`src/rtl/pipe_hazard_ctrl.sv`:
```
// pipe_hazard_ctrl: forwarding, stall/flush sequencing and performance counters for a 5-stage pipeline
module pipe_hazard_ctrl #(
    parameter int CNT_W = 32,
    parameter int XZR   = 31
) (
    input  logic             clk,
    input  logic             reset,
    input  logic [4:0]       id_rn,
    input  logic [4:0]       id_rm,
    input  logic [4:0]       ex_rd,
    input  logic             ex_memread,
    input  logic [4:0]       mem_rd,
    input  logic             mem_regwrite,
    input  logic [4:0]       wb_rd,
    input  logic             wb_regwrite,
    input  logic             mem_branch_taken,
    input  logic             dmem_req,
    input  logic             dmem_ack,
    output logic             pc_en,
    output logic             ifid_en,
    output logic             idex_en,
    output logic             exmem_en,
    output logic             memwb_en,
    output logic             ifid_flush,
    output logic             idex_flush,
    output logic             exmem_flush,
    output logic [1:0]       fwd_a,
    output logic [1:0]       fwd_b,
    output logic [1:0]       state,
    output logic [CNT_W-1:0] stall_cnt,
    output logic [CNT_W-1:0] flush_cnt
);
    typedef enum logic [1:0] {RUN = 2'b00, MEM_WAIT = 2'b01, FLUSH = 2'b10} state_t;
    localparam logic [4:0]       ZR  = 5'(XZR);
    localparam logic [CNT_W-1:0] ONE = 1;
    state_t cur;
    logic   mem_stall, br, lu;
    assign state = cur;
    // Hazard classification in priority order; FLUSH suppresses load-use, MEM_WAIT exit evaluates as RUN
    always_comb begin
        mem_stall = dmem_req && !dmem_ack;
        br        = !mem_stall && mem_branch_taken;
        lu        = cur != FLUSH && !mem_stall && !br && ex_memread && ex_rd != ZR &&
                    (ex_rd == id_rn || ex_rd == id_rm);
    end
    // Operand forwarding, MEM result preferred over WB; reset forces regfile source
    always_comb begin
        fwd_a = !reset ? 2'b00 :
                (mem_regwrite && mem_rd == id_rn && mem_rd != ZR) ? 2'b10 :
                (wb_regwrite && wb_rd == id_rn && wb_rd != ZR) ? 2'b01 : 2'b00;
        fwd_b = !reset ? 2'b00 :
                (mem_regwrite && mem_rd == id_rm && mem_rd != ZR) ? 2'b10 :
                (wb_regwrite && wb_rd == id_rm && wb_rd != ZR) ? 2'b01 : 2'b00;
    end
    // Pipeline enables and flushes; reset holds everything enabled and flushing
    always_comb begin
        pc_en       = !reset || !(mem_stall || lu);
        ifid_en     = !reset || !(mem_stall || lu);
        idex_en     = !reset || !mem_stall;
        exmem_en    = !reset || !mem_stall;
        memwb_en    = !reset || !mem_stall;
        ifid_flush  = !reset || br;
        idex_flush  = !reset || br || lu;
        exmem_flush = !reset || br;
    end
    // State register and saturating stall/flush counters
    always_ff @(posedge clk) begin
        if (!reset) begin
            cur       <= RUN;
            stall_cnt <= '0;
            flush_cnt <= '0;
        end else begin
            cur <= mem_stall ? MEM_WAIT : br ? FLUSH : RUN;
            if (!pc_en && stall_cnt != '1) stall_cnt <= stall_cnt + ONE;
            if (br && flush_cnt != '1) flush_cnt <= flush_cnt + ONE;
        end
    end
endmodule

```
`config.mk`:
```
export PLATFORM = sky130hd
export DESIGN_NAME = pipe_hazard_ctrl
export DESIGN_NICKNAME = d
export VERILOG_FILES = /design/src/rtl/pipe_hazard_ctrl.sv
export SDC_FILE = /design/constraint.sdc
export NUM_CORES = 1
export LEC_CHECK = 0
export ABC_CLOCK_PERIOD_IN_PS = 2740
export BUFFER_PORTS_ARGS = -buffer_cell sky130_fd_sc_hd__buf_2
export CORE_UTILIZATION = 50
export CTS_CLUSTER_DIAMETER = 50
export CTS_CLUSTER_SIZE = 30
export DETAILED_ROUTE_END_ITERATION = 10
export PLACE_DENSITY = 0.81
export REMOVE_ABC_BUFFERS = 1
export SETUP_SLACK_MARGIN = 0.4
export SLEW_MARGIN = 0
export SYNTH_ARGS = -nofsm -noshare
export SYNTH_HDL_FRONTEND = slang
export SYNTH_SLANG_ARGS = --single-unit
```
`constraint.sdc`:
```
create_clock -name clk -period 2.74 [get_ports clk]
set_input_delay 0.548 -clock clk [delete_from_list [all_inputs] [get_ports clk]]
set_output_delay 0.548 -clock clk [all_outputs]
set_load 0.03 [all_outputs]
```
==> results of run 1 <==
-- report_power, final --
part           total, uW  internal, uW  switching, uW
combinational        214          77.7            137
clock                824           470            354
sequential           971           965           5.71
total               2010          1510            497
-- how the worst max path moves through the flow --
stage,endpoint,slack (ns),from,cells past startpoint
after floorplan,ifid_en,-0.02,dmem_req,4
after CTS,fwd_a[0],0.40,wb_rd[4],6
final,fwd_a[0],0.42,wb_rd[4],6
after global routing,pc_en,0.36,id_rn[2],7
after detailed placement,stall_cnt[29]$_SDFFE_PN0P_,0.37,id_rn[2],7
after global placement,stall_cnt[29]$_SDFFE_PN0P_,0.41,id_rn[0],7
-- layout make-up --
| class | count | share of cell area (%) |
|---|---|---|
| clock buffer | 14 | 3.491 |
| clock inverter | 2 | 0.7519 |
| tap | 99 | 2.658 |
| timing repair buffer | 122 | 13.86 |
| inverter | 8 | 0.6445 |
| sequential | 66 | 28.36 |
| multi-input combinational | 360 | 50.24 |
-- metrics by stage --
step	setup TNS [ns]	instances	total power [uW]	utilization, %
floorplan	-0.04473	434	1107	-
global placement	0	654	1193	60.77
detailed placement	0	654	1194	60.77
CTS	0	670	2017	63.54
global route	0	671	2090	64.59
finish	0	671	2009	64.59
-- flip-flops by register name (all words and copies together), names as in the netlist --
name and count:
flush_cnt 32, state 2, stall_cnt 32
-- per-layer routing --
layer	vias up	track usage, %	routed length (um)	part of all wire [%]
met5	-	0	0	0
met1	1792	31.15	4345	43
met2	109	45.03	5041	50
met4	0	10.56	209	2.1
met3	18	4.384	440	4.4
li1	1893	-	-	-
-- what timing repair did --
action                     in CTS  in global routing
pin swaps                       0                  4
setup endpoints to repair       2                 12
resized for setup               1                 13
buffers inserted                0                  1
-- cells in the mapped netlist, types with 2 or more instances --
cell type	count
o31ai_1	13
nand2_1	33
and4_4	2
ha_1	2
buf_4	4
inv_1	7
nor3_2	3
nor4_1	12
xor2_1	31
a21oi_1	25
and4_1	3
and4b_1	2
clkbuf_1	9
or3_1	18
nor2b_1	2
nor3_1	10
nand3_1	34
dfxtp_1	66
nand2b_1	5
nand4_1	24
and2_1	6
mux2i_1	3
o21ai_0	15
xnor2_1	30
buf_2	5
or4_1	14
and3_1	3
nor2_1	44
o211ai_1	6
-- cell usage in the layout, fill, tap and decap left out, types with 3 or more instances in the layout --
cell type | Yosys | layout
clkbuf_1 | 9 | 3
dfxtp_1 | 66 | 66
nor3_1 | 10 | 9
o31ai_1 | 13 | 13
nor4_1 | 12 | 7
and4_1 | 3 | 3
or3_1 | 18 | 18
nor3_2 | 3 | 3
inv_1 | 7 | 7
buf_2 | 5 | 108
or4_1 | 14 | 14
xor2_1 | 31 | 31
and3_1 | 3 | 3
and2_1 | 6 | 6
xnor2_1 | 30 | 30
buf_4 | 4 | 14
nand3_1 | 34 | 33
nand2_1 | 33 | 33
nand2b_1 | 5 | 5
a21oi_1 | 25 | 25
o21ai_0 | 15 | 14
o211ai_1 | 6 | 6
mux2i_1 | 3 | 3
nor2_1 | 44 | 43
nor4_2 | 1 | 5
nand4_1 | 24 | 24
clkbuf_8 | 0 | 11
-- kinds of logic (layout without fill, tap and decap cells) --
logic type / Yosys count / in the layout / share of synthesized area [%]
AND/OR/NAND/NOR: 223 / 223 / 33.40
AO/OA/AOI/OAI: 71 / 71 / 11.99
flip-flops: 66 / 66 / 35.56
XOR/XNOR: 61 / 61 / 14.38
buffers and inverters: 26 / 146 / 3.199
multiplexers: 3 / 3 / 0.8081
adder cells (fa/ha/maj): 2 / 2 / 0.6733
-- critical path, delay by kind of cell --
kind,cells,cell delay (ns)
and+or+nand+nor,3,0.79
buffers and inverters,2,0.33
AOI/OAI and AO/OA,1,0.10
==> impl_metrics.yaml, run 1 <==
status:
  status: "finished, final reports clean"
setup_path:
  path_cells: "buf_2, nand2_1, o211ai_1, or4_1, nor4_2, buf_4"
  cp_slowest_cell: "or4_1"
  slowest_delay_ns: 0.55
  ff2ff_path_depth: 6
  worst_ep_required_time_ns: 2.19
  crit_type: "in2out"
  worstSetupEndpointType: "output port"
  regToRegSetupSlack_ns: 0.50
  reg2reg_to: "stall_cnt[21]$_SDFFE_PN0P_"
  crit_arrival_ns: 1.77
  crit-reg2reg-launch: "stall_cnt[3]$_SDFFE_PN0P_"
  cp-start-kind: "input port"
  path_max_fanout: 3
floorplanning:
  num_rows: 31
  fp.dieH_um: 88.21
  core-area_um2: 7214
  die_w_um: 88.21
  die_area_um2: 7781
  ioPinCount: 111
  start_util_pct: 51.51
power_and_ir_drop:
  ir_drop_mv: 0.3125
  p_leak_uw: 0.001812
  p_per_area_nw_per_um2: 431.2
synth:
  synthArstFlopShare_pct: 0
  ys_ff_latch: 66
  seq_area_frac_synth_pct: 35.56
  synth_edf_count: 0
  yosys_most_used_dff: "dfxtp_1"
  netlist-cell-type-count: 50
  syn-cell-area_um2: 3716
  syn_avg_cell_area_um2: 8.221
  yosys.area.top_type: "dfxtp_1"
  yosys_warnings: 0
  syn_inst: 452
  synth.area.top_cells: "dfxtp_1 (36%), xor2_1 (7.3%), xnor2_1 (7.1%)"
  synth_top_area_share_pct: 35.56
final_layout:
  ff_latch_area_um2: 1321
  nNetsFinal: 602
  drive_gt1_share_pct: 27.10
  antenna_cells: 0
  fill_cells: 681
  multi_input_area_um2: 2341
  syn2layout_area_growth_pct: 25.39
  design_area_um2: 4659
clock_tree:
  cts-root-buf: "clkbuf_8"
  ctsHoldBuffers: 0
  htreeDepth: 3
  path_clk_slew_ns: 0.07
  clock_insertion_delay_worst_skew_ns: 0.34
  numCtsBuffers: 9
  clock_path_buffers: 2
  cts_tree: "yes"
  cts_sinks: 66
hold_path:
  min_path_type: "reg2reg"
  hp-start: "stall_cnt[6]$_SDFFE_PN0P_"
  min_path_cells: 2
  hold_path_end: "stall_cnt[6]$_SDFFE_PN0P_"
drt:
  drtAntennaViolNets: 0
  wirelength_um: 10040
  avgRoutedWirePerCell_um: 14.96
  drtPass1Iterations: 6
  drt-initial-drc-count: 149
  vias_per_cell: 5.681
  drc: 0
  via_count: 3812
placed_design:
  portBuffers: 110
  dpl.hpwl_um: 7306
  gp_congestion: 0.8393
  preCtsSetupSlack_ns: 0.3654
  place_area_um2: 4384
timing:
  drv_slew: 0
  finClkSkew_ns: 0.005981
  final-hold-violation-count: 0
  fmax_mhz: 431.8
  timing.final.ws_setup_ns: 0.4239
  finalSetupViolations: 0
  fin_crit_sh_pct: 84.53
  rsz0062_at_grt: "yes"
  slew_headroom_pct: 55.84
  whs_ns: 0.5016
  tightest_slew_ns: 0.6593
  fin_crit_ns: 2.316
grt:
  grt_max_degree: 35
  grt_antenna_before_repair: 0
  track_usage_pct: 25.69
  first_global_vias: 3445
  overflow: 0
  grt_pass1_wl_um: 15660
flow_run:
  drv_cap: 0
(Power assumes the default switching activity.)
==> run 2, diff against run 1 <==
--- a/config.mk
+++ b/config.mk
@@ -5,7 +5,7 @@
 export SDC_FILE = /design/constraint.sdc
 export NUM_CORES = 1
 export LEC_CHECK = 0
-export ABC_CLOCK_PERIOD_IN_PS = 2740
+export ABC_CLOCK_PERIOD_IN_PS = 2300
 export BUFFER_PORTS_ARGS = -buffer_cell sky130_fd_sc_hd__buf_2
 export CORE_UTILIZATION = 50
 export CTS_CLUSTER_DIAMETER = 50
==> constraint.sdc (replaced) <==
create_clock -name clk -period 2.3 [get_ports clk]
set_input_delay 0.46 -clock clk [delete_from_list [all_inputs] [get_ports clk]]
set_output_delay 0.46 -clock clk [all_outputs]
set_load 0.03 [all_outputs]
==> impl_metrics.yaml, run 2 (synthesis results as in run 1) <==
final_layout:
  final_cells: 735
  nNetsFinal: 666
  antenna_cells: 0
  layout_commonest_cell: "buf_2"
  fin_util_pct: 81.20
  drive_gt1_share_pct: 50.31
  final_cell_mix: "buf_2 (92), buf_4 (66), nor2_1 (41), xor2_1 (31), nand2_1 (27)"
  fill_cells: 440
  syn2layout_area_growth_pct: 57.64
clock_tree:
  cts-root-buf: "clkbuf_8"
  clock_insertion_delay_worst_skew_ns: 0.34
  cts_tree: "yes"
  path_clk_slew_ns: 0.07
  numCtsBuffers: 9
  clock_path_buffers: 2
  cts_sinks: 66
  htreeDepth: 3
drt:
  wirelength_um: 13200
  avgRoutedWirePerCell_um: 17.96
  drt-initial-drc-count: 224
  drc: 0
  drtPass1Iterations: 7
  drtAntennaViolNets: 0
  via_count: 4430
  vias_per_cell: 6.027
floorplanning:
  num_rows: 31
  die_area_um2: 7781
  ioPinCount: 111
  fp.dieH_um: 88.21
  die_w_um: 88.21
  core-area_um2: 7214
  start_util_pct: 51.51
power_and_ir_drop:
  p_int_uw: 1991
  p_switching_uw: 664.0
  p_per_area_nw_per_um2: 453.2
  p_leak_uw: 0.002431
  switching_share_pct: 25.01
  combinationalPowerShare_pct: 13.7
  clkPwrFrac_pct: 43.2
  ir_drop_mv: 0.4136
  p_seq_share_pct: 43.1
hold_path:
  hp-start: "mem_branch_taken"
  min_path_type: "in2reg"
setup_path:
  cp_slowest_cell: "or4_1"
  path_cells: "buf_2, xor2_1, or4_1, nor4_2, buf_4"
  slowest_delay_ns: 0.53
  crit-reg2reg-launch: "stall_cnt[13]$_SDFFE_PN0P_"
  crit_arrival_ns: 1.72
  path_max_fanout: 3
  regToRegSetupSlack_ns: 0.34
  startpoint: "id_rm[4]"
  ff2ff_path_depth: 8
  critPathTopFamily: "simple AND/OR/NAND/NOR gates"
  worstSetupEndpointType: "output port"
  crit_type: "in2out"
  reg2reg_to: "stall_cnt[21]$_SDFFE_PN0P_"
  cp-start-kind: "input port"
  cp.depth: 5
  crit_end: "fwd_b[0]"
  worst_ep_required_time_ns: 1.84
  cp_num_buf_inv: 2
timing:
  drv_slew: 0
  finClkSkew_ns: 0.006918
  timing.final.ws_setup_ns: 0.1187
  rsz0062_at_grt: "yes"
  slew_headroom_pct: 63.27
  fin_tns_setup_ns: 0
  tightest_slew_ns: 0.5468
  fin_crit_sh_pct: 94.84
  fmax_mhz: 458.4
  fin_crit_ns: 2.181
  final-hold-violation-count: 0
  whs_ns: 0.4472
  finalSetupViolations: 0
placed_design:
  preCtsSetupSlack_ns: -0.002242
  dp.cells: 665
  gp_congestion: 0.9246
  portBuffers: 110
  dpl.hpwl_um: 7632
flow_run:
  drv_cap: 0
grt:
  grt_pass1_wl_um: 17580
  first_global_vias: 3840
  grt_antenna_before_repair: 0
  overflow: 0
  grt_max_degree: 34
  track_usage_pct: 28.83
status:
  status: "finished, final reports clean"
==> run 2: changes by cell type in the layout (fill, tap and decap cells not counted), moves of 4 or more <==
cell     change
buf_2       -16
buf_4       +52
buf_6       +24
dfxtp_1     -42
dfxtp_2     +26
dfxtp_4     +16
nand2_1      -6
nand2_2      +4
nand3_1      -8
nand3_2      +7
nor3_1       -6
xnor2_1      -7
xnor2_2      +5
==> run 2: worst min-delay path by stage <==
stage / to / slack, ns / cells past startpoint
final: state[1]$_SDFF_PP0_ / 0.45 / 3
after global routing: state[1]$_SDFF_PP0_ / 0.47 / 3
after CTS: state[1]$_SDFF_PP0_ / 0.41 / 3
after detailed placement: stall_cnt[17]$_SDFFE_PN0P_ / 0.50 / 2
after global placement: stall_cnt[17]$_SDFFE_PN0P_ / 0.48 / 2
after floorplan: stall_cnt[7]$_SDFFE_PN0P_ / 0.58 / 1
==> run 2: layout make-up <==
| class | instances | area [um2] | share of cell area, % |
|---|---|---|---|
| inverter | 8 | 32.53 | 0.5553 |
| multi-input combinational | 360 | 2739 | 46.75 |
| timing repair buffer | 186 | 1311 | 22.38 |
| clock buffer | 12 | 165.2 | 2.819 |
| sequential | 66 | 1414 | 24.14 |
| tap | 99 | 123.9 | 2.114 |
| clock inverter | 4 | 72.57 | 1.239 |
==> run 2: metal layers <==
metal  vias up  GRT usage [%]  wire length (um)
met5         -              0                 0
met4         0          9.971               363
met3        45          7.463               916
met2       219          52.52              6871
met1      2149          32.49              5047
li1       2017              -                 -
==> run 2: what timing repair did <==
| item | 4_1_cts | 5_1_grt |
|---|---|---|
| hold buffers | 0 | 0 |
| pin swaps | 24 | 41 |
| gates resized for setup | 92 | 98 |
| setup buffers | 21 | 32 |
| endpoints found under the setup margin | 64 | 63 |
| cloned | 0 | 1 |
==> run 2: per-stage QoR <==
stage                     cell area, um2  power (uW)
final                               5858        2655
after global routing                5858        2733
after CTS                           5197        2605
after detailed placement            4492        1438
after global placement              4492        1433
after floorplan                     3627        1319
==> run 2: power groups by stage <==
| stage | logic, uW | registers [uW] | clock network (uW) |
|---|---|---|---|
| final | 363 | 1140 | 1150 |
| after global routing | 381 | 1140 | 1210 |
| after CTS | 294 | 1150 | 1160 |
| after detailed placement | 256 | 1180 | 0 |
| after global placement | 252 | 1180 | 0 |
| after floorplan | 124 | 1200 | 0 |
==> run 2: worst register-to-register path, stage by stage (launching register included) <==
cell     delay (ns)
dfxtp_2        0.33
nand4_1        0.10
buf_4          0.13
nor2_4         0.04
buf_6          0.13
and4_4         0.19
or4_4          0.49
or4_1          0.41
nand2_1        0.08
